File: src/rtl/seg7_pkg.sv
// Shared definitions for the seven-segment display path: blank pattern,
// hex-to-segment table and lookup helper. Patterns are active-low, gfedcba.
package seg7_pkg;

  // All segments and the decimal point dark (active-low outputs).
  localparam logic [7:0] SEG_BLANK = 8'hFF;

  // Index n holds the active-low gfedcba pattern for hex digit n.
  // The packed concatenation lists entry 15 first and entry 0 last.
  localparam logic [15:0][6:0] HEX_SEG_TABLE = {
    7'h0E,  // F
    7'h06,  // E
    7'h21,  // d
    7'h46,  // C
    7'h03,  // b
    7'h08,  // A
    7'h10,  // 9
    7'h00,  // 8
    7'h78,  // 7
    7'h02,  // 6
    7'h12,  // 5
    7'h19,  // 4
    7'h30,  // 3
    7'h24,  // 2
    7'h79,  // 1
    7'h40   // 0
  };

  // Look up the seven segment bits (gfedcba, active-low) for one nibble.
  function automatic logic [6:0] hex_to_seg(input logic [3:0] nibble);
    return HEX_SEG_TABLE[nibble];
  endfunction

endpackage

File: src/rtl/seg7_decoder.sv
// Combinational nibble + decimal point to 8-bit active-low segment pattern
// ordered {dp,g,f,e,d,c,b,a}.
module seg7_decoder
  import seg7_pkg::*;
(
  input  logic [3:0] nibble_i,
  input  logic       dot_i,
  output logic [7:0] seg_o
);

  // dp is active-low, so a lit dot drives bit 7 to zero.
  assign seg_o = {~dot_i, hex_to_seg(nibble_i)};

endmodule

File: src/rtl/seven_seg_scan_ctrl.sv
// Time-multiplexed driver for an N-digit common-anode seven-segment display.
// Each digit owns a slot of DIGIT_PERIOD clocks; the first clock of every slot
// is dead time with all anodes off. Display data lives in a shadow set that is
// only reloaded at the frame boundary so a frame is never torn. Brightness is
// a free-running PWM gating the anode.
// Optional build macro: LEADING_ZERO_SUPPRESS_EN blanks leading zero digits
// (never digit 0, never a digit whose decimal point is lit) at capture time.
module seven_seg_scan_ctrl
  import seg7_pkg::*;
#(
  parameter int NUM_DIGITS   = 4,
  parameter int DIGIT_PERIOD = 100000,
  parameter int BRIGHT_W     = 4
) (
  input  logic                    CLK,
  input  logic                    RESET_N,
  input  logic [4*NUM_DIGITS-1:0] DIGITS,
  input  logic [NUM_DIGITS-1:0]   DOTS,
  input  logic [NUM_DIGITS-1:0]   BLANK,
  input  logic [BRIGHT_W-1:0]     BRIGHTNESS,
  input  logic                    LOAD,
  output logic [7:0]              SEG_OUT,
  output logic [NUM_DIGITS-1:0]   AN_OUT,
  output logic                    FRAME_DONE
);

  localparam int PRE_W = (DIGIT_PERIOD > 1) ? $clog2(DIGIT_PERIOD) : 1;
  localparam int IDX_W = (NUM_DIGITS > 1) ? $clog2(NUM_DIGITS) : 1;

  localparam logic [PRE_W-1:0] PRE_LAST = PRE_W'(DIGIT_PERIOD - 1);
  localparam logic [IDX_W-1:0] IDX_LAST = IDX_W'(NUM_DIGITS - 1);

  // Scan timing state
  logic [PRE_W-1:0]    pre_q, pre_d;
  logic [IDX_W-1:0]    idx_q, idx_d;
  logic [BRIGHT_W-1:0] pwm_q, pwm_d;
  logic                fd_q, fd_d;
  logic                slot_end;
  logic                frame_wrap;

  // Load handshake and shadow set
  logic                          load_pend_q, load_pend_d;
  logic                          capture;
  logic [NUM_DIGITS-1:0][3:0]    dig_sh_q, dig_sh_d;
  logic [NUM_DIGITS-1:0]         dots_sh_q, dots_sh_d;
  logic [NUM_DIGITS-1:0]         blank_sh_q, blank_sh_d;
  logic [BRIGHT_W-1:0]           bright_sh_q, bright_sh_d;
  logic [NUM_DIGITS-1:0]         blank_eff;

  // Output stage
  logic [3:0]            cur_nib;
  logic                  cur_dot;
  logic                  cur_blank;
  logic [7:0]            dec_seg;
  logic                  pwm_on;
  logic                  dead_time;
  logic [7:0]            seg_q, seg_d;
  logic [NUM_DIGITS-1:0] an_q, an_d;

`ifdef LEADING_ZERO_SUPPRESS_EN
  // Bit i (i >= 1) is set when digits i..NUM_DIGITS-1 are all zero and the
  // digit's own decimal point is not requested. Digit 0 always stays visible.
  function automatic logic [NUM_DIGITS-1:0] lz_mask(
    input logic [NUM_DIGITS-1:0][3:0] digits,
    input logic [NUM_DIGITS-1:0]      dots
  );
    logic [NUM_DIGITS-1:0] mask;
    logic                  all_zero;
    mask     = '0;
    all_zero = 1'b1;
    for (int i = NUM_DIGITS - 1; i >= 1; i--) begin
      all_zero = all_zero & (digits[i] == 4'h0);
      mask[i]  = all_zero & ~dots[i];
    end
    return mask;
  endfunction

  assign blank_eff = BLANK | lz_mask(DIGITS, DOTS);
`else
  assign blank_eff = BLANK;
`endif

  // Prescaler, digit index, PWM counter and frame-done next state.
  always_comb begin
    slot_end   = (pre_q == PRE_LAST);
    frame_wrap = slot_end && (idx_q == IDX_LAST);
    pre_d      = slot_end ? '0 : pre_q + PRE_W'(1);
    idx_d      = idx_q;
    if (slot_end) begin
      idx_d = frame_wrap ? '0 : idx_q + IDX_W'(1);
    end
    pwm_d = pwm_q + BRIGHT_W'(1);
    fd_d  = frame_wrap;
  end

  // A pending or same-cycle LOAD is honoured only as the index wraps to 0.
  always_comb begin
    capture     = frame_wrap && (load_pend_q || LOAD);
    load_pend_d = capture ? 1'b0 : (load_pend_q || LOAD);
    dig_sh_d    = dig_sh_q;
    dots_sh_d   = dots_sh_q;
    blank_sh_d  = blank_sh_q;
    bright_sh_d = bright_sh_q;
    if (capture) begin
      dig_sh_d    = DIGITS;
      dots_sh_d   = DOTS;
      blank_sh_d  = blank_eff;
      bright_sh_d = BRIGHTNESS;
    end
  end

  assign cur_nib   = dig_sh_q[idx_q];
  assign cur_dot   = dots_sh_q[idx_q];
  assign cur_blank = blank_sh_q[idx_q];

  seg7_decoder u_decoder (
    .nibble_i (cur_nib),
    .dot_i    (cur_dot),
    .seg_o    (dec_seg)
  );

  // Segment pattern and single active anode for the current slot.
  always_comb begin
    pwm_on    = (&bright_sh_q) || (pwm_q < bright_sh_q);
    dead_time = (pre_q == '0);
    seg_d     = cur_blank ? SEG_BLANK : dec_seg;
    an_d      = '1;
    if (!cur_blank && pwm_on && !dead_time) begin
      an_d[idx_q] = 1'b0;
    end
  end

  // Scan timing registers.
  always_ff @(posedge CLK or negedge RESET_N) begin
    if (!RESET_N) begin
      pre_q <= '0;
      idx_q <= '0;
      pwm_q <= '0;
      fd_q  <= 1'b0;
    end else begin
      pre_q <= pre_d;
      idx_q <= idx_d;
      pwm_q <= pwm_d;
      fd_q  <= fd_d;
    end
  end

  // Shadow set and pending-load flag; reset leaves the display blanked.
  always_ff @(posedge CLK or negedge RESET_N) begin
    if (!RESET_N) begin
      load_pend_q <= 1'b0;
      dig_sh_q    <= '0;
      dots_sh_q   <= '0;
      blank_sh_q  <= '1;
      bright_sh_q <= '1;
    end else begin
      load_pend_q <= load_pend_d;
      dig_sh_q    <= dig_sh_d;
      dots_sh_q   <= dots_sh_d;
      blank_sh_q  <= blank_sh_d;
      bright_sh_q <= bright_sh_d;
    end
  end

  // Registered display outputs, one cycle behind the scan state.
  always_ff @(posedge CLK or negedge RESET_N) begin
    if (!RESET_N) begin
      seg_q <= SEG_BLANK;
      an_q  <= '1;
    end else begin
      seg_q <= seg_d;
      an_q  <= an_d;
    end
  end

  assign SEG_OUT    = seg_q;
  assign AN_OUT     = an_q;
  assign FRAME_DONE = fd_q;

endmodule

File: config.mk
export PLATFORM = sky130hd
export DESIGN_NAME = seven_seg_scan_ctrl
export DESIGN_NICKNAME = d
export VERILOG_FILES = /design/src/rtl/seg7_pkg.sv /design/src/rtl/seg7_decoder.sv /design/src/rtl/seven_seg_scan_ctrl.sv
export SDC_FILE = /design/constraint.sdc
export NUM_CORES = 1
export LEC_CHECK = 0
export CORE_MARGIN = 2
export CORE_UTILIZATION = 55
export DETAILED_ROUTE_END_ITERATION = 16
export GPL_TIMING_DRIVEN = 0
export PLACE_DENSITY = 0.8
export SYNTH_ARGS = -nofsm -noshare
export SYNTH_HDL_FRONTEND = slang
export SYNTH_SLANG_ARGS = --single-unit
File: constraint.sdc
create_clock -name CLK -period 6.32 [get_ports CLK]
set_clock_uncertainty 0.15 [all_clocks]
set_input_delay 1.264 -clock CLK [delete_from_list [all_inputs] [get_ports CLK]]
set_output_delay 1.264 -clock CLK [all_outputs]
set_load 0.005 [all_outputs]
==> flow_summary.ini, run 1 <==
[critical_path]
crit_path_max_fanout = 10
worstSetupEndpointType = flip-flop
path_buf_inv = 2
path_delay_family = buffers and inverters
startpoint_type = primary input
max_stage_delay_ps = 600
critical_path_class = in2reg
critical_path.slowest_cell = sky130_fd_sc_hd__nor4_4
cell_by_cell_listing_of_the_critical_path = clkdlybuf4s50_1 -> o21ai_0 -> nor4_4 -> buf_6 -> mux2_2
worst-endpoint-required_ps = 6390
worst-endpoint-arrival_ps = 3080

[sta]
final_min_period_over_clock_period_pct = 47.7
slew_headroom_pct = 48.6
max_clock_freq_mhz = 332
timing.final.crit_period_ps = 3010
setup_violations = 0
final.setup.tns_ps = 0
final_hold_viol_count = 0
finalMaxSlewViolations = 0
final.hold.worst_slack_ps = 336
grt_setup_unrepaired = false
worst_slew_pin_slew_ps = 766

[place]
dp.final_hpwl_mm = 4.11
place_congestion = 0.823
port-buffer-count = 43
dp_cells = 362

[clock_tree]
postCtsHoldBufs = 0
htreeDepth = 3
number_of_clock_sinks_seen_by_cts = 65
clock_root_buffer = sky130_fd_sc_hd__clkbuf_8
ctsLongestPathBuffers = 2
clk_pin_slew_ps = 80
clk_latency_ps = 340
cts_resized = 0
numCtsBuffers = 9
clock_tree_from_tritoncts = done
cts_post_setup_buffers_inserted = 0

[routing]
ant_nets = 0
wire_per_inst_um = 14.7
detail_route.iter0.violations = 71
finalWirelength_mm = 5.57
viasPerCell = 5.51
drc = 0
vias = 2083
drt-pass1-iter-count = 4

[logic_synthesis]
ys_seq_area_share_pct = 53.2
synth-simple-area-share_pct = 11.4
post_synth_num_cell_types = 41
synth_compound_area_share_pct = 5.08
combinational_family_with_the_most_area_after_synthesis = multiplexers
number_of_flops_mapped_to_enable_cells_by_yosys = 0
yosysWarnings = 0
synth.avg_cell_area_um2 = 12.6
post_synth_mux_area_share_pct = 16.6
synth-async-reset-ratio_pct = 100
synth_cells = 246
syn-num-nets = 293
synth-seq-cells = 65
top_reg_cell_synth = sky130_fd_sc_hd__dfrtp_1
synth-adder-area-share_pct = 6.45
synthesis.area_um2 = 3100
post_synthesis_share_of_cell_area_spent_on_xor_and_xnor_gates_pct = 4.23

[cells_and_area]
footprint_of_the_multi_input_gates_um2 = 1360
filler_cell_count = 411
final_layout_size_suffix_gt1_share_pct = 26.1
post_layout_nonfiller_instances = 378
area_growth_from_synthesis_to_layout_pct = 24.1
n_antenna_cell = 0
nets = 348
ff_latch_area_um2 = 1650

[global_route]
grt_pass1_vias = 2129
antenna_found_initial = 0
gr-usage-all-layers_pct = 20.4
globalRouteOverflowTotal = 0
wire_length_of_the_first_global_routing_pass_mm = 9.70
grt_max_degree = 39

[power]
vdd.ir_drop.worst_mv = 0.189
power.density_cell_area_nw_per_um2 = 214
design_power_total_mw = 0.822
leakage_nw = 1.67

[run]
drv.max_cap_violation_count = 0

[die]
num_rows = 27
io_pins = 44
die_height_um = 79.1
floorplan.initialDensity_pct = 56.7
floorplan.die_area_um2 = 6260
core_region_area_um2 = 5470
floorplan.die.width_um = 79.1

[outcome]
outcome = finished, final reports clean

[min_path]
holdCritPathClass = reg2reg
[state kept, by name, indices dropped and copies added, names as in the netlist, 2 cells and up]
name / flops
blank_sh_q: 4
pwm_q: 4
dig_sh_q: 16
AN_OUT: 4
bright_sh_q: 4
SEG_OUT: 8
pre_q: 17
idx_q: 2
dots_sh_q: 4
[final cells by class]
cell class / count / area share [%]
Sequential cell: 65 / 42.9
Multi-Input combinational cell: 161 / 35.3
Timing Repair Buffer: 44 / 11.6
Clock buffer: 11 / 3.41
Tap cell: 72 / 2.34
Clock inverter: 5 / 2.11
Buffer: 8 / 1.23
Inverter: 12 / 1.17
[report_power, final]
part	internal, mW	switching (mW)
sequential	0.417	0.00000000000000000636
combinational	0.0170	0.0102
clock	0.222	0.156
total	0.656	0.166
[cell usage after synthesis, types with 5 or more instances]
master	n	area share, %
sky130_fd_sc_hd__a21oi_1	5	0.81
sky130_fd_sc_hd__dfrtp_1	45	36
sky130_fd_sc_hd__dfstp_2	20	17
sky130_fd_sc_hd__ha_1	16	6.5
sky130_fd_sc_hd__inv_1	12	1.5
sky130_fd_sc_hd__mux2_2	31	11
sky130_fd_sc_hd__mux4_2	6	4.4
sky130_fd_sc_hd__nand2_1	15	1.8
sky130_fd_sc_hd__nand3_1	7	1.1
sky130_fd_sc_hd__nand4_1	6	1.2
sky130_fd_sc_hd__nor2_1	13	1.6
sky130_fd_sc_hd__o211ai_1	5	1.2
sky130_fd_sc_hd__o21ai_0	5	0.81
sky130_fd_sc_hd__xnor2_1	5	1.4
sky130_fd_sc_hd__xor2_1	10	2.8
[cell usage in the layout, fill, tap and decap left out, types with 3 or more instances in the layout]
| cell | count |
|---|---|
| sky130_fd_sc_hd__clkbuf_1 | 6 |
| sky130_fd_sc_hd__o211ai_1 | 5 |
| sky130_fd_sc_hd__ha_1 | 16 |
| sky130_fd_sc_hd__dfstp_2 | 20 |
| sky130_fd_sc_hd__nand2_1 | 15 |
| sky130_fd_sc_hd__nand4_1 | 6 |
| sky130_fd_sc_hd__xnor2_1 | 5 |
| sky130_fd_sc_hd__dfrtp_1 | 45 |
| sky130_fd_sc_hd__nand3_1 | 7 |
| sky130_fd_sc_hd__o21ai_0 | 5 |
| sky130_fd_sc_hd__buf_2 | 3 |
| sky130_fd_sc_hd__clkbuf_8 | 9 |
| sky130_fd_sc_hd__xor2_1 | 10 |
| sky130_fd_sc_hd__inv_1 | 12 |
| sky130_fd_sc_hd__nor4_1 | 3 |
| sky130_fd_sc_hd__mux4_2 | 6 |
| sky130_fd_sc_hd__clkdlybuf4s50_1 | 42 |
| sky130_fd_sc_hd__mux2_2 | 31 |
| sky130_fd_sc_hd__a21oi_1 | 5 |
| sky130_fd_sc_hd__nor3_1 | 4 |
| sky130_fd_sc_hd__nor2_1 | 13 |
| sky130_fd_sc_hd__nand2b_1 | 3 |
[through the flow]
stage | util, % | worst slack [ps] | cell area [µm²]
finish | 70.4 | 3310 | 3850
global route | 70.4 | 3220 | 3850
CTS | 70.4 | 3290 | 3850
detailed placement | 66.5 | 2930 | 3640
global placement | 66.2 | 1800 | 3620
floorplan | - | 3690 | 3100
[per-layer routing]
layer / part of all wire [%] / vias to the layer above / GRT usage [%]
li1: - / 989 / -
met1: 45 / 1032 / 25.9
met2: 49 / 54 / 33.1
met3: 4.4 / 8 / 5.45
met4: 1.5 / 0 / 8.62
met5: 0 / - / 0
[kinds of logic after synthesis]
family                   Yosys count
flip-flops                        65
adder cells (fa/ha/maj)           16
AO/OA/AOI/OAI                     24
XOR/XNOR                          15
buffers and inverters             20
AND/OR/NAND/NOR                   66
multiplexers                      40
[path summary, 6_finish.rpt]
check | start | to | slack (ps) | depth (start not counted)
worst max-delay path | LOAD | dig_sh_q[2]$_DFFE_PN0P_ | 3310 | 5
worst min-delay path | pwm_q[0]$_DFF_PN0_ | pwm_q[0]$_DFF_PN0_ | 340 | 1
worst max register to register | pre_q[11]$_DFF_PN0_ | dig_sh_q[2]$_DFFE_PN0P_ | 3770 | 5
worst min register to register | pwm_q[0]$_DFF_PN0_ | pwm_q[0]$_DFF_PN0_ | 340 | 1
max in group asynchronous | RESET_N | blank_sh_q[0]$_DFFE_PN1P_ | 4560 | 2
min in group asynchronous | RESET_N | pwm_q[3]$_DFF_PN0_ | 790 | 1
Note: power is estimated with default switching activity, not from simulation.
==> run 2: changes to the inputs <==
CORE_UTILIZATION = 49   (was 55)
PLACE_DENSITY = 0.76   (was 0.8)
clock period = 2.5 ns   (was 6.32 ns; I/O delays follow)
==> flow_summary.ini, run 2 (same netlist as run 1, synthesis figures left out) <==
[outcome]
outcome = finished, final reports clean

[routing]
wire_per_inst_um = 14.1
viasPerCell = 5.29
drc = 0
finalWirelength_mm = 5.42
detail_route.iter0.violations = 65
ant_nets = 0
drt-pass1-iter-count = 4
vias = 2027

[clock_tree]
clk_pin_slew_ps = 70
number_of_clock_sinks_seen_by_cts = 65
clk_latency_ps = 340
ctsLongestPathBuffers = 2
numCtsBuffers = 9
htreeDepth = 3
postCtsHoldBufs = 0
clock_root_buffer = sky130_fd_sc_hd__clkbuf_8
clock_tree_from_tritoncts = done

[critical_path]
cell_by_cell_listing_of_the_critical_path = buf_2 -> mux4_2 -> ha_1 -> or2_2 -> a21oi_1 -> o21ai_0
critical_path_class = reg2reg
reg2regPathDepth = 6
crit_path_max_fanout = 9
rr_endpoint = SEG_OUT[3]$_DFF_PN1_
worst-endpoint-arrival_ps = 2430
regToRegSetupSlack_ps = 170
critical_path.slowest_cell = sky130_fd_sc_hd__mux4_2
startpoint_type = flip-flop
max_stage_delay_ps = 630
worst-endpoint-required_ps = 2590
reg2reg_from = idx_q[0]$_DFFE_PN0N_
worstSetupEndpointType = flip-flop

[sta]
max_clock_freq_mhz = 429
final_min_period_over_clock_period_pct = 93.3
final.setup.tns_ps = 0
final_hold_viol_count = 0
timing.final.crit_period_ps = 2330
slew_headroom_pct = 47.6
final.hold.worst_slack_ps = 85.9
finalMaxSlewViolations = 0
worst_slew_pin_slew_ps = 786
setup_violations = 0
grt_setup_unrepaired = false

[power]
design_power_total_mw = 2.12
power.density_cell_area_nw_per_um2 = 548
leakage_nw = 1.68
vdd.ir_drop.worst_mv = 0.385

[global_route]
use_met1_pct = 23.1
antenna_found_initial = 0
gr-usage-all-layers_pct = 17.1
gr-usage-met2_pct = 26.2
globalRouteOverflowTotal = 0
wire_length_of_the_first_global_routing_pass_mm = 9.49
grt_pass1_vias = 2070
grt_use_met3_pct = 3.26
grt_most_used_layer = met2
grt_max_degree = 66

[cells_and_area]
mostFrequentLayoutCell = sky130_fd_sc_hd__dfrtp_1
nets = 350
area_growth_from_synthesis_to_layout_pct = 25.0
mostFrequentLayoutCells = 45 x sky130_fd_sc_hd__dfrtp_1, 42 x sky130_fd_sc_hd__clkdlybuf4s50_1, 31 x sky130_fd_sc_hd__mux2_2, 20 x sky130_fd_sc_hd__dfstp_2, 16 x sky130_fd_sc_hd__ha_1
regMostFlops = pre_q
n_antenna_cell = 0
final_layout_size_suffix_gt1_share_pct = 26.9
post_layout_nonfiller_instances = 383
largest_reg_flops = 17

[die]
num_rows = 28
io_pins = 44
die_height_um = 83.6
floorplan.die.width_um = 83.6
floorplan.initialDensity_pct = 51.5
floorplan.die_area_um2 = 6980
core_region_area_um2 = 6030

[place]
dp.final_hpwl_mm = 3.72
place_congestion = 0.824
port-buffer-count = 43
dp_cells = 364

[run]
drv.max_cap_violation_count = 0

[min_path]
holdCritPathClass = in2async
-- run 2: cell types whose count changed in the layout (fill, tap and decap cells not counted) --
cell and change:
sky130_fd_sc_hd__buf_2 -1, sky130_fd_sc_hd__buf_4 +4, sky130_fd_sc_hd__buf_12 -1, sky130_fd_sc_hd__clkinvlp_4 +1
sky130_fd_sc_hd__clkinv_4 -1, sky130_fd_sc_hd__clkinv_2 -1, sky130_fd_sc_hd__clkbuf_8 +2, sky130_fd_sc_hd__clkbuf_1 -1
-- run 2: repair_timing --
action                                  in CTS  in global routing
setup buffers                                3                  0
resized for setup                            0                  0
endpoints found under the setup margin      20                  0
-- run 2: worst max-delay path by stage --
stage	to	startpoint	slack [ps]	depth (start not counted)
2_1_floorplan	dig_sh_q[12]$_DFFE_PN0P_	pre_q[11]$_DFF_PN0_	290	5
3_3_place_gp	dots_sh_q[1]$_DFFE_PN0P_	RESET_N	-1270	1
3_5_place_dp	dig_sh_q[8]$_DFFE_PN0P_	LOAD	-150	5
4_1_cts	SEG_OUT[3]$_DFF_PN1_	idx_q[0]$_DFFE_PN0N_	160	6
5_1_grt	SEG_OUT[3]$_DFF_PN1_	idx_q[0]$_DFFE_PN0N_	8	6
6_report	SEG_OUT[3]$_DFF_PN1_	idx_q[0]$_DFFE_PN0N_	170	6
-- run 2: worst max-delay path, delay by kind of cell (launching register included) --
kind	cells	cell delay, ps
adders and majority gates	1	280
and+or+nand+nor	1	310
AOI/OAI and AO/OA	2	230
muxes	1	630
DFF	1	370
buffers and inverters	1	280
-- run 2: cell type report --
cell class / instances / area (µm²)
timing repair buffer: 46 / 450
inverter: 12 / 45.0
tap: 75 / 93.8
clock inverter: 4 / 75.1
buffer: 8 / 47.5
clock buffer: 12 / 155
fill: 480 / 2150
multi-input combinational: 161 / 1360
sequential: 65 / 1650
-- run 2: per-stage QoR --
step	util [%]	setup WS, ps	area (µm²)
floorplan	-	291	3100
global placement	60.2	-1270	3630
detailed placement	60.2	-145	3620
CTS	64.3	157	3880
global route	64.3	7.85	3880
finish	64.3	168	3880
-- run 2: power by group --
group / switching [mW] / internal, mW
combinational: 0.0253 / 0.0403
clock: 0.388 / 0.616
sequential: 0.0000000000000000176 / 1.05
-- run 2: metal layers --
layer | share of wire, % | routed length, µm | vias up
met4 | 2.7 | 146 | 0
met2 | 47 | 2540 | 33
met5 | 0 | 0 | -
met1 | 47 | 2560 | 991
li1 | - | - | 992
met3 | 3.2 | 172 | 11
==> run 3: changes to the inputs <==
CORE_UTILIZATION = 40   (was 49)
MAX_ROUTING_LAYER = met4   (was unset)
PLACE_DENSITY = unset   (was 0.76)
clock period = 2.6 ns   (was 2.5 ns; I/O delays follow)
==> flow_summary.ini, run 3 (same netlist as run 1, synthesis figures left out) <==
[outcome]
outcome = finished, final reports clean

[run]
drv.max_cap_violation_count = 0

[cells_and_area]
post_layout_nonfiller_instances = 412
final_layout_size_suffix_gt1_share_pct = 27.4
summed_area_of_non_filler_cells_in_the_final_layout_um2 = 3880
n_antenna_cell = 0
nets = 352
mostFrequentLayoutCells = 45 x sky130_fd_sc_hd__dfrtp_1, 42 x sky130_fd_sc_hd__clkdlybuf4s50_1, 31 x sky130_fd_sc_hd__mux2_2, 20 x sky130_fd_sc_hd__dfstp_2, 16 x sky130_fd_sc_hd__ha_1
area_growth_from_synthesis_to_layout_pct = 25.0
largest_reg_flops = 17
regMostFlops = pre_q
mostFrequentLayoutCell = sky130_fd_sc_hd__dfrtp_1

[critical_path]
critical_path.slowest_cell = sky130_fd_sc_hd__mux4_2
crit_path_max_fanout = 9
worstSetupEndpointType = flip-flop
path_buf_inv = 1
cell_by_cell_listing_of_the_critical_path = buf_2 -> mux4_2 -> ha_1 -> or2_2 -> a21oi_1 -> o21ai_0
critical_path_class = reg2reg
max_stage_delay_ps = 620
path_delay_family = multiplexers
worst-endpoint-arrival_ps = 2400
worst-endpoint-required_ps = 2690
startpoint_type = flip-flop

[die]
io_pins = 44
core_region_area_um2 = 7610
num_rows = 32
floorplan.die.width_um = 92.1
die_height_um = 92.1
floorplan.initialDensity_pct = 40.8
floorplan.die_area_um2 = 8480

[place]
dp_cells = 391
port-buffer-count = 43
dp.final_hpwl_mm = 3.97
place_worst_setup_slack_ps = -112
placedInstanceArea_um2 = 3660
place_congestion = 0.862

[clock_tree]
clock_root_buffer = sky130_fd_sc_hd__clkbuf_8
clk_pin_slew_ps = 70
htreeDepth = 3
postCtsHoldBufs = 0
cts_resized = 0
ctsLongestPathBuffers = 2
numCtsBuffers = 9
number_of_clock_sinks_seen_by_cts = 65
clock_tree_from_tritoncts = done
clk_latency_ps = 340

[routing]
vias = 2018
finalWirelength_mm = 5.66
viasPerCell = 4.90
detail_route.iter0.violations = 61
drt-pass1-iter-count = 6
wire_per_inst_um = 13.7
drc = 0
ant_nets = 0

[global_route]
grt_pass1_vias = 2015
grt_max_degree = 66
globalRouteOverflowTotal = 0
gr-usage-all-layers_pct = 15.4
wire_length_of_the_first_global_routing_pass_mm = 9.85
antenna_found_initial = 0

[min_path]
holdCritPathClass = in2async

[sta]
worst_slew_pin_slew_ps = 817
final_min_period_over_clock_period_pct = 89.1
timing.final.crit_period_ps = 2320
max_clock_freq_mhz = 432
finalMaxSlewViolations = 0
slew_headroom_pct = 45.5
final_hold_viol_count = 0
setup_violations = 0
final.hold.worst_slack_ps = 111
setup_slack_after_layout_ps = 283
grt_setup_unrepaired = false

[power]
leakage_nw = 1.67
vdd.ir_drop.worst_mv = 0.301
power.density_cell_area_nw_per_um2 = 479
design_power_total_mw = 1.86
-- run 3: changes by cell type in the layout (fill, tap and decap cells not counted) --
cell,previous run,this run
sky130_fd_sc_hd__buf_4,4,6
sky130_fd_sc_hd__bufinv_16,2,0
sky130_fd_sc_hd__clkinv_2,0,1
sky130_fd_sc_hd__clkinvlp_4,2,3
-- run 3: cell type report --
cell class	count	area [µm²]
multi-input cells	161	1360
flip-flops and latches	65	1650
inverters	12	45.0
fillers	717	3730
clock inverters	4	27.5
plain buffers	8	47.5
well taps	102	128
repair buffers	48	465
clock buffers	12	155
-- run 3: final timing paths --
path                                       from                      end  slack (ps)  depth (start not counted)
max                        idx_q[0]$_DFFE_PN0N_     SEG_OUT[3]$_DFF_PN1_         280                          6
min                                     RESET_N  dig_sh_q[6]$_DFFE_PN0P_         110                          1
max reg2reg                idx_q[0]$_DFFE_PN0N_     SEG_OUT[3]$_DFF_PN1_         280                          6
min reg2reg                  pwm_q[0]$_DFF_PN0_       pwm_q[0]$_DFF_PN0_         320                          1
max in group asynchronous               RESET_N  dig_sh_q[0]$_DFFE_PN0P_        1630                          1
min in group CLK             pwm_q[0]$_DFF_PN0_       pwm_q[0]$_DFF_PN0_         320                          1
-- run 3: metal layers --
layer / track usage, % / vias up / wire (µm)
li1: - / 994 / -
met2: 23.0 / 38 / 2630
met3: 4.03 / 10 / 190
met4: 6.97 / 0 / 97
met1: 19.8 / 976 / 2750
met5: - / - / 0
-- run 3: metrics by stage --
step / setup TNS [ps] / utilization (%)
floorplan: 0 / -
CTS: 0 / 50.5
global placement: -70420 / 48.1
global route: 0 / 51.0
finish: 0 / 51.0
detailed placement: -1910 / 48.1
-- run 3: worst reg2reg max path, cell delays in order, from the launching register on --
cell	delay, ps
sky130_fd_sc_hd__dfrtp_1	370
sky130_fd_sc_hd__buf_2	280
sky130_fd_sc_hd__mux4_2	620
sky130_fd_sc_hd__ha_1	270
sky130_fd_sc_hd__or2_2	300
sky130_fd_sc_hd__a21oi_1	130
sky130_fd_sc_hd__o21ai_0	100
-- run 3: timing repair --
item | CTS | global route
setup buffers | 0 | 5
endpoints found under the setup margin | 15 | 20
pin swaps | 1 | 1
-- run 3: where the power goes --
group / internal [mW] / switching, mW
Sequential: 1.01 / 0.0000000000000000139
Combinational: 0.0389 / 0.0254
Clock: 0.396 / 0.385
Total: 1.45 / 0.411
